$ cat config.mk
export PLATFORM = sky130hd
export DESIGN_NAME = sum_narrow_accumulator
export DESIGN_NICKNAME = d
export VERILOG_FILES = /design/src/rtl/sum_narrow_accumulator.sv
export SDC_FILE = /design/constraint.sdc
export NUM_CORES = 1
export LEC_CHECK = 0
export BUFFER_PORTS_ARGS = -buffer_cell sky130_fd_sc_hd__buf_2
export CORE_ASPECT_RATIO = 1.1
export CORE_MARGIN = 5
export CORE_UTILIZATION = 62
export DETAILED_ROUTE_END_ITERATION = 12
export GPL_ROUTABILITY_DRIVEN = 0
export PLACE_DENSITY = 0.83
export SLEW_MARGIN = 20
export SYNTH_ARGS = -nofsm -noshare
export SYNTH_HDL_FRONTEND = slang
export SYNTH_SLANG_ARGS = --single-unit
$ cat constraint.sdc
create_clock -name clk -period 7.95 [get_ports clk]
set_input_delay 2.385 -clock clk [delete_from_list [all_inputs] [get_ports clk]]
set_output_delay 2.385 -clock clk [all_outputs]
set_load 0.02 [all_outputs]
$ cat src/rtl/sum_narrow_accumulator.sv
// sum_narrow_accumulator
//   Accumulates framed, sign-extended N+1-bit adder sums into an ACC_W-bit
//   register and emits one scaled, narrowed N-bit result per frame, plus an
//   overflow flag.
//   Build option: define SUM_NARROW_SAT_EN to saturate out-of-range results;
//   otherwise out-of-range results wrap to the low N bits.
//
//   state | meaning
//   ------+------------------------------------------------------------
//   ACC   | accepting beats of a frame (s_ready=1)
//   OUT   | frame result presented on m_data/m_ovf until m_ready (s_ready=0)

module sum_narrow_accumulator #(
    parameter int N     = 16,
    parameter int ACC_W = 24,
    parameter int SHIFT = 0
) (
    input  logic         clk,
    input  logic         rst_n,
    input  logic         s_valid,
    output logic         s_ready,
    input  logic [N:0]   s_data,
    input  logic         s_last,
    output logic         m_valid,
    input  logic         m_ready,
    output logic [N-1:0] m_data,
    output logic         m_ovf,
    output logic         busy
);

    localparam logic [0:0] ST_ACC = 1'b0;
    localparam logic [0:0] ST_OUT = 1'b1;

    logic [0:0]              state_q, state_d;
    logic signed [ACC_W-1:0] acc_q, acc_d;
    logic                    fovf_q, fovf_d;
    logic                    active_q, active_d;
    logic [N-1:0]            m_data_q, m_data_d;
    logic                    m_ovf_q, m_ovf_d;

    logic signed [ACC_W-1:0] s_ext;
    logic signed [ACC_W-1:0] sum;
    logic signed [ACC_W-1:0] t;
    logic [ACC_W-N:0]        t_upper;
    logic                    add_ovf;
    logic                    in_range;
    logic                    accept;
    logic [N-1:0]            narrowed;

    assign s_ready = (state_q == ST_ACC) && rst_n;
    assign m_valid = (state_q == ST_OUT);
    assign m_data  = m_data_q;
    assign m_ovf   = m_ovf_q;
    assign busy    = (state_q == ST_OUT) || active_q;
    assign accept  = s_valid && s_ready;

    // Datapath: running sum, signed-overflow detect, scaling and narrowing.
    always_comb begin
        s_ext    = ACC_W'($signed(s_data));
        sum      = acc_q + s_ext;
        add_ovf  = (acc_q[ACC_W-1] == s_ext[ACC_W-1]) && (sum[ACC_W-1] != acc_q[ACC_W-1]);
        t        = sum >>> SHIFT;
        // In range only when all bits from N-1 upward match the sign.
        t_upper  = t[ACC_W-1:N-1];
        in_range = (&t_upper) || !(|t_upper);
`ifdef SUM_NARROW_SAT_EN
        if (in_range) begin
            narrowed = t[N-1:0];
        end else if (t[ACC_W-1]) begin
            narrowed = {1'b1, {(N-1){1'b0}}};
        end else begin
            narrowed = {1'b0, {(N-1){1'b1}}};
        end
`else
        narrowed = t[N-1:0];
`endif
    end

    // Next-state logic for the FSM, accumulator and result registers.
    always_comb begin
        state_d  = state_q;
        acc_d    = acc_q;
        fovf_d   = fovf_q;
        active_d = active_q;
        m_data_d = m_data_q;
        m_ovf_d  = m_ovf_q;
        case (state_q)
            ST_ACC: begin
                if (accept) begin
                    if (s_last) begin
                        m_data_d = narrowed;
                        m_ovf_d  = !in_range || fovf_q || add_ovf;
                        acc_d    = '0;
                        fovf_d   = 1'b0;
                        active_d = 1'b0;
                        state_d  = ST_OUT;
                    end else begin
                        acc_d    = sum;
                        fovf_d   = fovf_q || add_ovf;
                        active_d = 1'b1;
                    end
                end
            end
            ST_OUT: begin
                if (m_ready) begin
                    state_d = ST_ACC;
                end
            end
            default: state_d = ST_ACC;
        endcase
    end

    // Registers with synchronous active-low reset.
    always_ff @(posedge clk) begin
        if (!rst_n) begin
            state_q  <= ST_ACC;
            acc_q    <= '0;
            fovf_q   <= 1'b0;
            active_q <= 1'b0;
            m_data_q <= '0;
            m_ovf_q  <= 1'b0;
        end else begin
            state_q  <= state_d;
            acc_q    <= acc_d;
            fovf_q   <= fovf_d;
            active_q <= active_d;
            m_data_q <= m_data_d;
            m_ovf_q  <= m_ovf_d;
        end
    end

endmodule
Yosys cells after proc, flatten, opt, wreduce, memory -nomap -nowiden
Cells that the tools add are included.
W data, S select, Z words.
{ "totals": {"register_bits": 44, "inputBits": 22, "out_inout_bits": 20, "elab_cells": 31} }
{ "op_classes": {"n_addsub": 1, "eq_ne": 2, "muxes": 7, "n_bitwise": 1, "n_reduce_logical": 14} }
{ "op_table": {"columns": ["cell", "n"], "rows": [
  ["$add A24 B17 Y24", 1],
  ["$mux W24", 1],
  ["$reduce_and A9 Y1", 1],
  ["$reduce_or A9 Y1", 1],
  ["$logic_or A1 B1 Y1", 5],
  ["$mux W1", 5],
  ["$logic_and A1 B1 Y1", 3],
  ["$reduce_and A3 Y1", 1],
  ["$logic_not A1 Y1", 2],
  ["$pmux W1 S2", 1],
  ["$reduce_and A2 Y1", 1],
  ["$eq A1 B1 Y1", 1],
  ["$ne A1 B1 Y1", 1],
  ["$not A1 Y1", 1]
]} }

Longest topological paths before layout
Gate-level depths: netlist of the first run.
{ "logic_depth": {"word_depth": 7, "ltp_mapped": 13, "mapped_depth_nobuf": 13} }

Worst setup path after synthesis of the first run
Ideal clock, no wire load.
{ "synth_path": {"kind": "input-to-reg", "start": "in s_data[0]", "end": "reg m_ovf_q, in the netlist m_ovf", "setup_ps": 125, "arrival_ps": 5041, "required_time_ps": 7825, "setup_slack_ps": 2784, "path_stages": 13, "n_path_buf": 0, "cell_sequence": "ha_1 > inv_1 > fa_1 > nor2b_1 > o2111ai_1 > a211o_1 > a21oi_1 > o41ai_2 > xnor2_1 > or4_1 > or4_1 > o31ai_1 > a21oi_2"} }
{ "synth_between": {"elab_chain_cells": 7, "elab_cells_between_ends": 10, "cone_classes": "add/sub (1); eq/ne (1); reduce/logical (8)"} }
{ "synth_rtl": {"columns": ["element", "line_no", "rtl"], "rows": [
  ["start: declaration", "22", "input logic [N:0] s_data,"],
  ["$add A24 B17 Y24 (*)", "60", "sum = acc_q + s_ext;"],
  ["$reduce_or A9 Y1", "65", "in_range = (&t_upper) || !(|t_upper);"],
  ["$logic_not A1 Y1", "65", null],
  ["$logic_or A1 B1 Y1", "65", null],
  ["$logic_not A1 Y1", "92", "m_ovf_d = !in_range || fovf_q || add_ovf;"],
  ["$logic_or A1 B1 Y1", "92", null],
  ["$logic_or A1 B1 Y1 (*)", "92", null],
  ["end signal: assignment", "128", "m_ovf_q <= m_ovf_d;"],
  ["end: declaration", "39", "logic m_ovf_q, m_ovf_d;"]
]} }
Every way passes the cells marked *; elsewhere a longest branch is shown, timed or not.
A chain may end at the register's enable or synchronous reset.

Worst setup path after layout of the first run
{ "layout_path": {"start": "in rst_n", "end": "out s_ready"} }
{ "layout_between": {"elab_chain_cells": 1} }
{ "layout_rtl": {"columns": ["element", "line_no", "rtl"], "rows": [
  ["start: declaration", "19", "input logic rst_n,"],
  ["$logic_and A1 B1 Y1", "50", "assign s_ready = (state_q == ST_ACC) && rst_n;"],
  ["end: declaration", "21", "output logic s_ready,"]
]} }
No other way between the ends.

==> impl_metrics.env, run 1 <==
export IMPL_row_count=26
export IMPL_antenna_cells=0
export IMPL_crit_cells=3
export IMPL_path_cells="buf_2, nor2b_1, buf_2"
export IMPL_pin_count=42
export IMPL_min_period_over_period_pct=72.51
export IMPL_mostFrequentLayoutCells="44 x dfxtp_1, 41 x buf_2, 24 x a21oi_1, 24 x nand2_1, 23 x ha_1"
export IMPL_hold_viol_final=0
export IMPL_min_period_ps=5765
export IMPL_status="finished, final reports clean"
export IMPL_rrSetupSlack_ps=4450
export IMPL_syn_avg_cell_area_um2=8.326
export IMPL_postCtsHoldBufs=0
export IMPL_dp_cells=433
export IMPL_core_area_um2=4587
export IMPL_rr_worst_depth=13
export IMPL_crit_slowest_cell="buf_2"
export IMPL_critPathMostFrequentCell="buf_2"
export IMPL_grt_pass1_vias=2512
export IMPL_clockBufferDepth=2
export IMPL_max_slew_margin_pct=47.64
export IMPL_clkTransAtPathRegs_ps=80
export IMPL_cts_buffers=5
export IMPL_drive_above_1_share_pct=17.19
export IMPL_cp_max_fo=44
export IMPL_clock_skew_ps=4.498
export IMPL_cpPeakStageDelay_ps=530
export IMPL_cts_tree="done"
export IMPL_synthArstFlopShare_pct=0
export IMPL_critPathBufInv=2
export IMPL_area_delta_synth_final_pct=9.790
export IMPL_grt_pass1_wl_mm=11.01
export IMPL_nets=430
export IMPL_leakage_nw=1.487
export IMPL_syn_area_um2=2914
export IMPL_wl_mm=6.506
export IMPL_finalNonFillerCells=440
export IMPL_cts_setup_buffers=0
export IMPL_synth_edf_count=0
export IMPL_post_drt_wl_per_cell_um=14.79
export IMPL_tns_ps=0
export IMPL_max_freq_mhz=173.5
export IMPL_finalWorstSetupSlack_ps=2185
export IMPL_startpoint_type="input port"
export IMPL_cap_violations=0
export IMPL_firstDrtPassIters=4
export IMPL_synth_top_area_cell="dfxtp_1"
export IMPL_gr_total_overflow=0
export IMPL_syn_instance_count=350
export IMPL_final_common_cell="dfxtp_1"
export IMPL_dr_first_iter_drc_count=180
export IMPL_initial_utilization_pct=63.53
export IMPL_p_total_mw=0.4861
export IMPL_dp_hpwl_mm=4.788
export IMPL_grt_max_degree=45
export IMPL_antenna_found_initial=0
export IMPL_die_area_um2=6173
export IMPL_ys_seq_area_share_pct=30.23
export IMPL_insertion_delay_ps=290
export IMPL_maxSlewViolCount=0
export IMPL_grtUsageTotal_pct=22.64
export IMPL_yosys_warnings=0
export IMPL_cp_startpoint="rst_n"
export IMPL_fp_dieW_um=75.37
export IMPL_cts_htree_levels=2
export IMPL_rsz0062_at_grt="false"
export IMPL_ys_ff_latch=44
export IMPL_cts_resized=0
export IMPL_ys_types=52
export IMPL_dp_slack_ps=2183
export IMPL_port_buffers=41
export IMPL_cp_endpoint="s_ready"
export IMPL_vias=2634
export IMPL_p_per_area_nw_per_um2=151.9
export IMPL_route_detailed_drc=0
export IMPL_clockRootBuffer="clkbuf_8"
export IMPL_die_h_um=81.91
export IMPL_reg2reg_to="m_ovf"
export IMPL_finalSetupViolCount=0
export IMPL_viasPerCell=5.986
export IMPL_worst_pin_slew_ps=784.6
export IMPL_synth_fp_nets=396
export IMPL_cts_sinks=44
export IMPL_r2r_start="acc_q[0]"
export IMPL_synth_top_area_share_pct=30.23
export IMPL_ant_nets=0
export IMPL_peakVddDrop_uv=138.3
export IMPL_min_from="m_data[8]"
export IMPL_hp_class="reg2reg"
export IMPL_synthFlopType="dfxtp_1"
export IMPL_required_ps=5570
export IMPL_fill_cells=377
export IMPL_endpoint_kind="output pin"
export IMPL_crit_type="in2out"
export IMPL_crit_family="buffers and inverters"
export IMPL_synthTopCellsByArea="dfxtp_1 30%, ha_1 9.9%, nor2b_1 4.5%, a22oi_1 4.4%, a21oi_1 4.1%"
export IMPL_cp_arrival_ps=3380
## kinds of logic after synthesis
kind of cell               Yosys count  share of synthesized area, %
xor gates and xnor gates            21                         6.312
DFF                                 44                         30.23
AOI/OAI and AO/OA                  105                         25.29
adders and majority gates           24                         10.56
buffers and inverters               27                         4.208
and+or+nand+nor                    128                         23.06
muxes                                1                        0.3435
## worst min-delay path: stages (launching register included)
cell and delay [ps]:
dfxtp_1 310, nand3_1 60, nand2_1 50
## power breakdown
part,internal (mW),switching [mW]
logic,0.0458,0.0706
clock network,0.0599,0.0735
registers,0.231,0.00547
## worst min-delay path by stage
stage / endpoint / cells after the start
after detailed placement: m_data[8] / 2
final: m_data[8] / 2
after global placement: m_data[12] / 2
after CTS: m_data[8] / 2
after global routing: m_data[12] / 2
after floorplan: active_q / 2
## through the flow
stage	hold WS (ps)	instance area, µm²	utilization, %
after floorplan	432.5	2914	-
after global placement	442.1	3119	68.00
after detailed placement	441.1	3122	68.06
after CTS	460.6	3199	69.75
after global routing	474.6	3199	69.75
final	461.9	3199	69.75
## cells in the mapped netlist, types with 2 or more instances
cell and n:
buf_2 2, o21a_1 4, or4_1 2, and3_1 8
and2_1 5, a21oi_1 24, a21o_1 15, o31ai_1 5
xor2_1 8, dfxtp_1 44, nand3_1 19, nor2_1 16
o21bai_1 3, ha_1 23, a21oi_2 2, a22oi_1 17
o21ai_0 17, o211ai_1 3, xnor2_1 13, a211oi_1 2
inv_1 11, nand4_1 5, nor2b_1 21, or2_2 2
buf_6 2, nand2_1 24, nor3_1 15, clkbuf_1 10
nand2b_1 3, a211o_1 2, a31o_2 2
## final cells by class
type	instances	area (µm²)	area share [%]
Timing Repair Buffer	42	212.7	6.648
Sequential cell	44	880.8	27.53
Clock buffer	6	72.57	2.268
Multi-Input combinational cell	279	1913	59.80
Tap cell	56	70.07	2.190
Inverter	12	45.04	1.408
Clock inverter	1	5.005	0.1564
## flip-flops by register name (all words and copies together), names as in the netlist
name / count
m_valid: 1
m_data: 16
fovf_q: 1
m_ovf: 1
acc_q: 24
active_q: 1
## routing by layer
metal	global-route usage [%]	wire, µm	vias to the layer above
li1	-	-	1343
met1	28.24	2965	1237
met2	39.12	3231	45
met3	4.039	220	9
met4	6.993	89	0
met5	0	0	-
Note: power is estimated with default switching activity, not from simulation.
==> run 2, diff against run 1 <==
CORE_UTILIZATION = 58   (was 62)
PLACE_DENSITY = 0.79   (was 0.83)
clock period = 5.9 ns   (was 7.95 ns; I/O delays follow)
==> impl_metrics.env, run 2 (same netlist as run 1, synthesis figures left out) <==
export IMPL_mostFrequentLayoutCells="44 x dfxtp_1, 41 x buf_2, 24 x a21oi_1"
export IMPL_clockRootBuffer="clkbuf_8"
export IMPL_finalSetupViolCount=0
export IMPL_post_drt_wl_per_cell_um=15.16
export IMPL_gr_total_overflow=0
export IMPL_critPathBufInv=2
export IMPL_crit_type="in2reg"
export IMPL_route_detailed_drc=0
export IMPL_clockBufferDepth=2
export IMPL_viasPerCell=5.734
export IMPL_wl_mm=6.731
export IMPL_area_delta_synth_final_pct=11.64
export IMPL_largest_register="acc_q"
export IMPL_row_count=27
export IMPL_hold_viol_final=0
export IMPL_ant_nets=0
export IMPL_port_buffers=41
export IMPL_rr_worst_depth=13
export IMPL_clkTransAtPathRegs_ps=90
export IMPL_status="finished, final reports clean"
export IMPL_critPathMostFrequentCell="or4_1"
export IMPL_path_cells="buf_2, ha_1, inv_1, fa_1, nor2b_1, o2111ai_1, a211o_1, a21oi_1, o41ai_2, xnor2_1, or4_1, or4_1, o31ai_1, a21oi_2"
export IMPL_core_area_um2=4932
export IMPL_tns_ps=0
export IMPL_postCtsHoldBufs=0
export IMPL_max_freq_mhz=219.1
export IMPL_initial_utilization_pct=59.08
export IMPL_cap_violations=0
export IMPL_cts_setup_buffers=0
export IMPL_p_per_area_nw_per_um2=223.2
export IMPL_maxSlewViolCount=0
export IMPL_cts_sinks=44
export IMPL_cp_max_fo=3
export IMPL_hp_class="reg2reg"
export IMPL_rsz0062_at_grt="false"
export IMPL_nets=431
export IMPL_cp_startpoint="s_data[0]"
export IMPL_startpoint_type="input port"
export IMPL_vias=2546
export IMPL_cts_tree="done"
export IMPL_rrSetupSlack_ps=2530
export IMPL_r2r_start="acc_q[0]"
export IMPL_dr_first_iter_drc_count=131
export IMPL_insertion_delay_ps=300
export IMPL_required_ps=6090
export IMPL_cp_endpoint="m_ovf"
export IMPL_drive_above_1_share_pct=17.88
export IMPL_min_period_over_period_pct=77.37
export IMPL_antenna_cells=0
export IMPL_firstDrtPassIters=4
export IMPL_fp_dieW_um=77.59
export IMPL_cp_arrival_ps=4760
export IMPL_whs_path_depth=2
export IMPL_leakage_nw=1.514
export IMPL_crit_family="simple AND/OR/NAND/NOR gates"
export IMPL_cts_htree_levels=2
export IMPL_final_common_cell="dfxtp_1"
export IMPL_max_slew_margin_pct=56.70
export IMPL_grtUsageTotal_pct=20.86
export IMPL_die_h_um=84.34
export IMPL_grt_max_degree=44
export IMPL_endpoint_kind="register"
export IMPL_worst_pin_slew_ps=647.2
export IMPL_min_period_ps=4565
export IMPL_die_area_um2=6544
export IMPL_clock_skew_ps=9.536
export IMPL_dp_hpwl_mm=4.915
export IMPL_cts_buffers=5
export IMPL_reg2reg_to="m_ovf"
export IMPL_cpPeakStageDelay_ps=490
export IMPL_antenna_found_initial=0
export IMPL_crit_slowest_cell="or4_1"
export IMPL_pin_count=42
export IMPL_peakVddDrop_uv=156.4
export IMPL_cts_resized=0
export IMPL_final_core_util_pct=65.96
export IMPL_crit_cells=14
export IMPL_fill_cells=426
export IMPL_grt_pass1_wl_mm=11.25
export IMPL_grt_pass1_vias=2491
export IMPL_largest_reg_flops=24
-- run 2: metrics by stage --
stage,power (mW),std cells,instance area (µm²),setup WS [ps],hold slack [ps]
final,0.7261,444,3253,1335,461.8
after global routing,0.7660,444,3253,1104,490.3
after CTS,0.7316,444,3251,1364,464.8
after detailed placement,0.4824,436,3129,1029,450.9
after global placement,0.4793,436,3129,1113,441.0
after floorplan,0.4426,350,2914,1349,432.5
-- run 2: how the worst min path moves through the flow --
stage | start | endpoint
after floorplan | active_q | active_q
after global placement | m_data[12] | m_data[12]
after detailed placement | m_data[12] | m_data[12]
after CTS | m_data[12] | m_data[12]
after global routing | m_data[12] | m_data[12]
final | m_data[8] | m_data[8]
-- run 2: routing by layer --
layer  part of all wire (%)  routed length [µm]  vias to the layer above  track usage (%)
met1                     47                3164                     1153            27.22
met4                    1.5                 104                        0            7.500
met2                     48                3206                       45            34.02
li1                       -                   -                     1338                -
met5                      0                   0                        -                0
met3                    3.8                 255                       10            3.970
-- run 2: area by class of cell --
type                    instances  area (µm²)  area share [%]
clock buffers                   6       82.58           2.538
clock inverters                 2       38.79           1.192
inverters                      12       45.04           1.385
multi-input cells             279        1913           58.81
flip-flops and latches         44       880.8           27.08
well taps                      58       72.57           2.231
repair buffers                 43       220.2           6.769
-- run 2: worst reg2reg max path: cells and delay by family, from the launching register on --
kind                       cells  cell delay (ps)
adders and majority gates      2              570
and+or+nand+nor                3             1150
AOI/OAI and AO/OA              6             1000
xor gates and xnor gates       1              150
DFF                            1              350
buffers and inverters          1               60
-- run 2: power by group --
group | switching, mW | leakage [nW] | internal, mW
Combinational | 0.0962 | 1.09 | 0.0619
Sequential | 0.00739 | 0.358 | 0.311
Clock | 0.111 | 0.0614 | 0.139
==> run 3, diff against run 2 <==
clock period = 4.4 ns   (was 5.9 ns; I/O delays follow)
==> impl_metrics.env, run 3 (same netlist as run 1, synthesis figures left out) <==
export IMPL_max_slew_margin_pct=59.29
export IMPL_antenna_found_initial=0
export IMPL_clock_skew_ps=8.508
export IMPL_grt_pass1_wl_mm=11.84
export IMPL_route_detailed_drc=0
export IMPL_endpoint_kind="register"
export IMPL_leakage_nw=1.551
export IMPL_cp_startpoint="s_data[11]"
export IMPL_die_h_um=84.34
export IMPL_area_delta_synth_final_pct=13.70
export IMPL_p_total_mw=0.9829
export IMPL_cp_arrival_ps=4310
export IMPL_cts_sinks=44
export IMPL_clockBufferDepth=2
export IMPL_largest_reg_flops=24
export IMPL_dpl_cell_area_um2=3189
export IMPL_startpoint_type="input port"
export IMPL_ant_nets=0
export IMPL_insertion_delay_ps=300
export IMPL_holdPathEnd="m_data[8]"
export IMPL_required_ps=4590
export IMPL_whs_path_depth=2
export IMPL_min_period_ps=4118
export IMPL_final_core_util_pct=67.17
export IMPL_grt_pass1_vias=2608
export IMPL_clockRootBuffer="clkbuf_8"
export IMPL_initial_utilization_pct=59.08
export IMPL_nets=439
export IMPL_pin_count=42
export IMPL_reg2reg_to="m_ovf"
export IMPL_antenna_cells=0
export IMPL_postCtsHoldBufs=0
export IMPL_finalSetupViolCount=0
export IMPL_cts_setup_buffers=0
export IMPL_critPathBufInv=1
export IMPL_hp_class="reg2reg"
export IMPL_peakVddDrop_uv=200.4
export IMPL_firstDrtPassIters=4
export IMPL_min_from="m_data[8]"
export IMPL_rrSetupSlack_ps=1040
export IMPL_die_area_um2=6544
export IMPL_dp_hpwl_mm=5.124
export IMPL_grt_max_degree=44
export IMPL_r2r_start="acc_q[0]"
export IMPL_vias=2683
export IMPL_row_count=27
export IMPL_cap_violations=0
export IMPL_grtUsageTotal_pct=21.50
export IMPL_cts_buffers=5
export IMPL_cp_max_fo=7
export IMPL_cts_htree_levels=2
export IMPL_rsz0062_at_grt="false"
export IMPL_p_per_area_nw_per_um2=296.7
export IMPL_maxSlewViolCount=0
export IMPL_fp_dieW_um=77.59
export IMPL_hold_slack_ps=458.8
export IMPL_rr_worst_depth=13
export IMPL_final_area_um2=3313
export IMPL_largest_register="acc_q"
export IMPL_dr_first_iter_drc_count=123
export IMPL_mostFrequentLayoutCells="44 x dfxtp_1, 41 x buf_2, 24 x a21oi_1"
export IMPL_cpPeakStageDelay_ps=550
export IMPL_crit_type="in2reg"
export IMPL_cts_tree="done"
export IMPL_viasPerCell=5.936
export IMPL_min_period_over_period_pct=93.58
export IMPL_worst_pin_slew_ps=608.6
export IMPL_crit_family="compound AO/OA/AOI/OAI gates"
export IMPL_status="finished, final reports clean"
export IMPL_wl_mm=6.906
export IMPL_cts_resized=0
export IMPL_port_buffers=41
export IMPL_post_drt_wl_per_cell_um=15.28
export IMPL_hold_viol_final=0
export IMPL_path_cells="buf_2, ha_1, nand3_1, a2111oi_1, o31ai_1, a21oi_1, a41oi_2, xnor2_1, or4_1, or4_1, o31ai_1, a21oi_2"
export IMPL_crit_slowest_cell="a2111oi_1"
export IMPL_drive_above_1_share_pct=19.54
export IMPL_gr_total_overflow=0
export IMPL_max_freq_mhz=242.9
export IMPL_core_area_um2=4932
export IMPL_clkTransAtPathRegs_ps=90
export IMPL_final_common_cell="dfxtp_1"
==> run 3: changes by cell type in the layout (fill, tap and decap cells not counted), sizes merged <==
| cell | change |
|---|---|
| buf | +8 |
==> run 3: how the worst max path moves through the flow <==
stage	endpoint	slack, ps	depth (start not counted)
6_report	m_ovf	280	12
5_1_grt	m_ovf	80	12
4_1_cts	m_ovf	300	14
3_5_place_dp	m_ovf	-20	14
3_3_place_gp	m_ovf	70	14
2_1_floorplan	m_ovf	300	13
==> run 3: power by group <==
part | switching [mW] | internal [mW]
logic | 0.133 | 0.0903
clock network | 0.147 | 0.186
registers | 0.00970 | 0.417
total | 0.290 | 0.693
==> run 3: worst register-to-register path, delay by kind of cell, from the launching register on <==
kind | cells | cell delay (ps)
xor gates and xnor gates | 1 | 160
buffers and inverters | 1 | 60
AOI/OAI and AO/OA | 6 | 1010
DFF | 1 | 340
adders and majority gates | 2 | 600
and+or+nand+nor | 3 | 1100
==> run 3: stage by stage <==
stage	TNS [ps]	std cells	worst slack, ps
after floorplan	0	350	298.6
after global placement	0	444	68.47
after detailed placement	-21.45	444	-21.45
after CTS	0	452	300.5
after global routing	0	452	76.66
final	0	452	282.3
==> run 3: cell type report <==
| class | count | area, µm² |
|---|---|---|
| sequential | 44 | 880.8 |
| fill | 430 | 1619 |
| clock inverter | 2 | 38.79 |
| clock buffer | 6 | 82.58 |
| multi-input combinational | 279 | 1913 |
| tap | 58 | 72.57 |
| timing repair buffer | 51 | 280.3 |
| inverter | 12 | 45.04 |
==> run 3: per-layer routing <==
layer	track usage, %	part of all wire, %	vias to the layer above
met3	3.004	3.4	13
met5	0	0	-
met1	27.35	46	1262
met4	6.406	1.6	0
li1	-	-	1359
met2	37.28	49	49
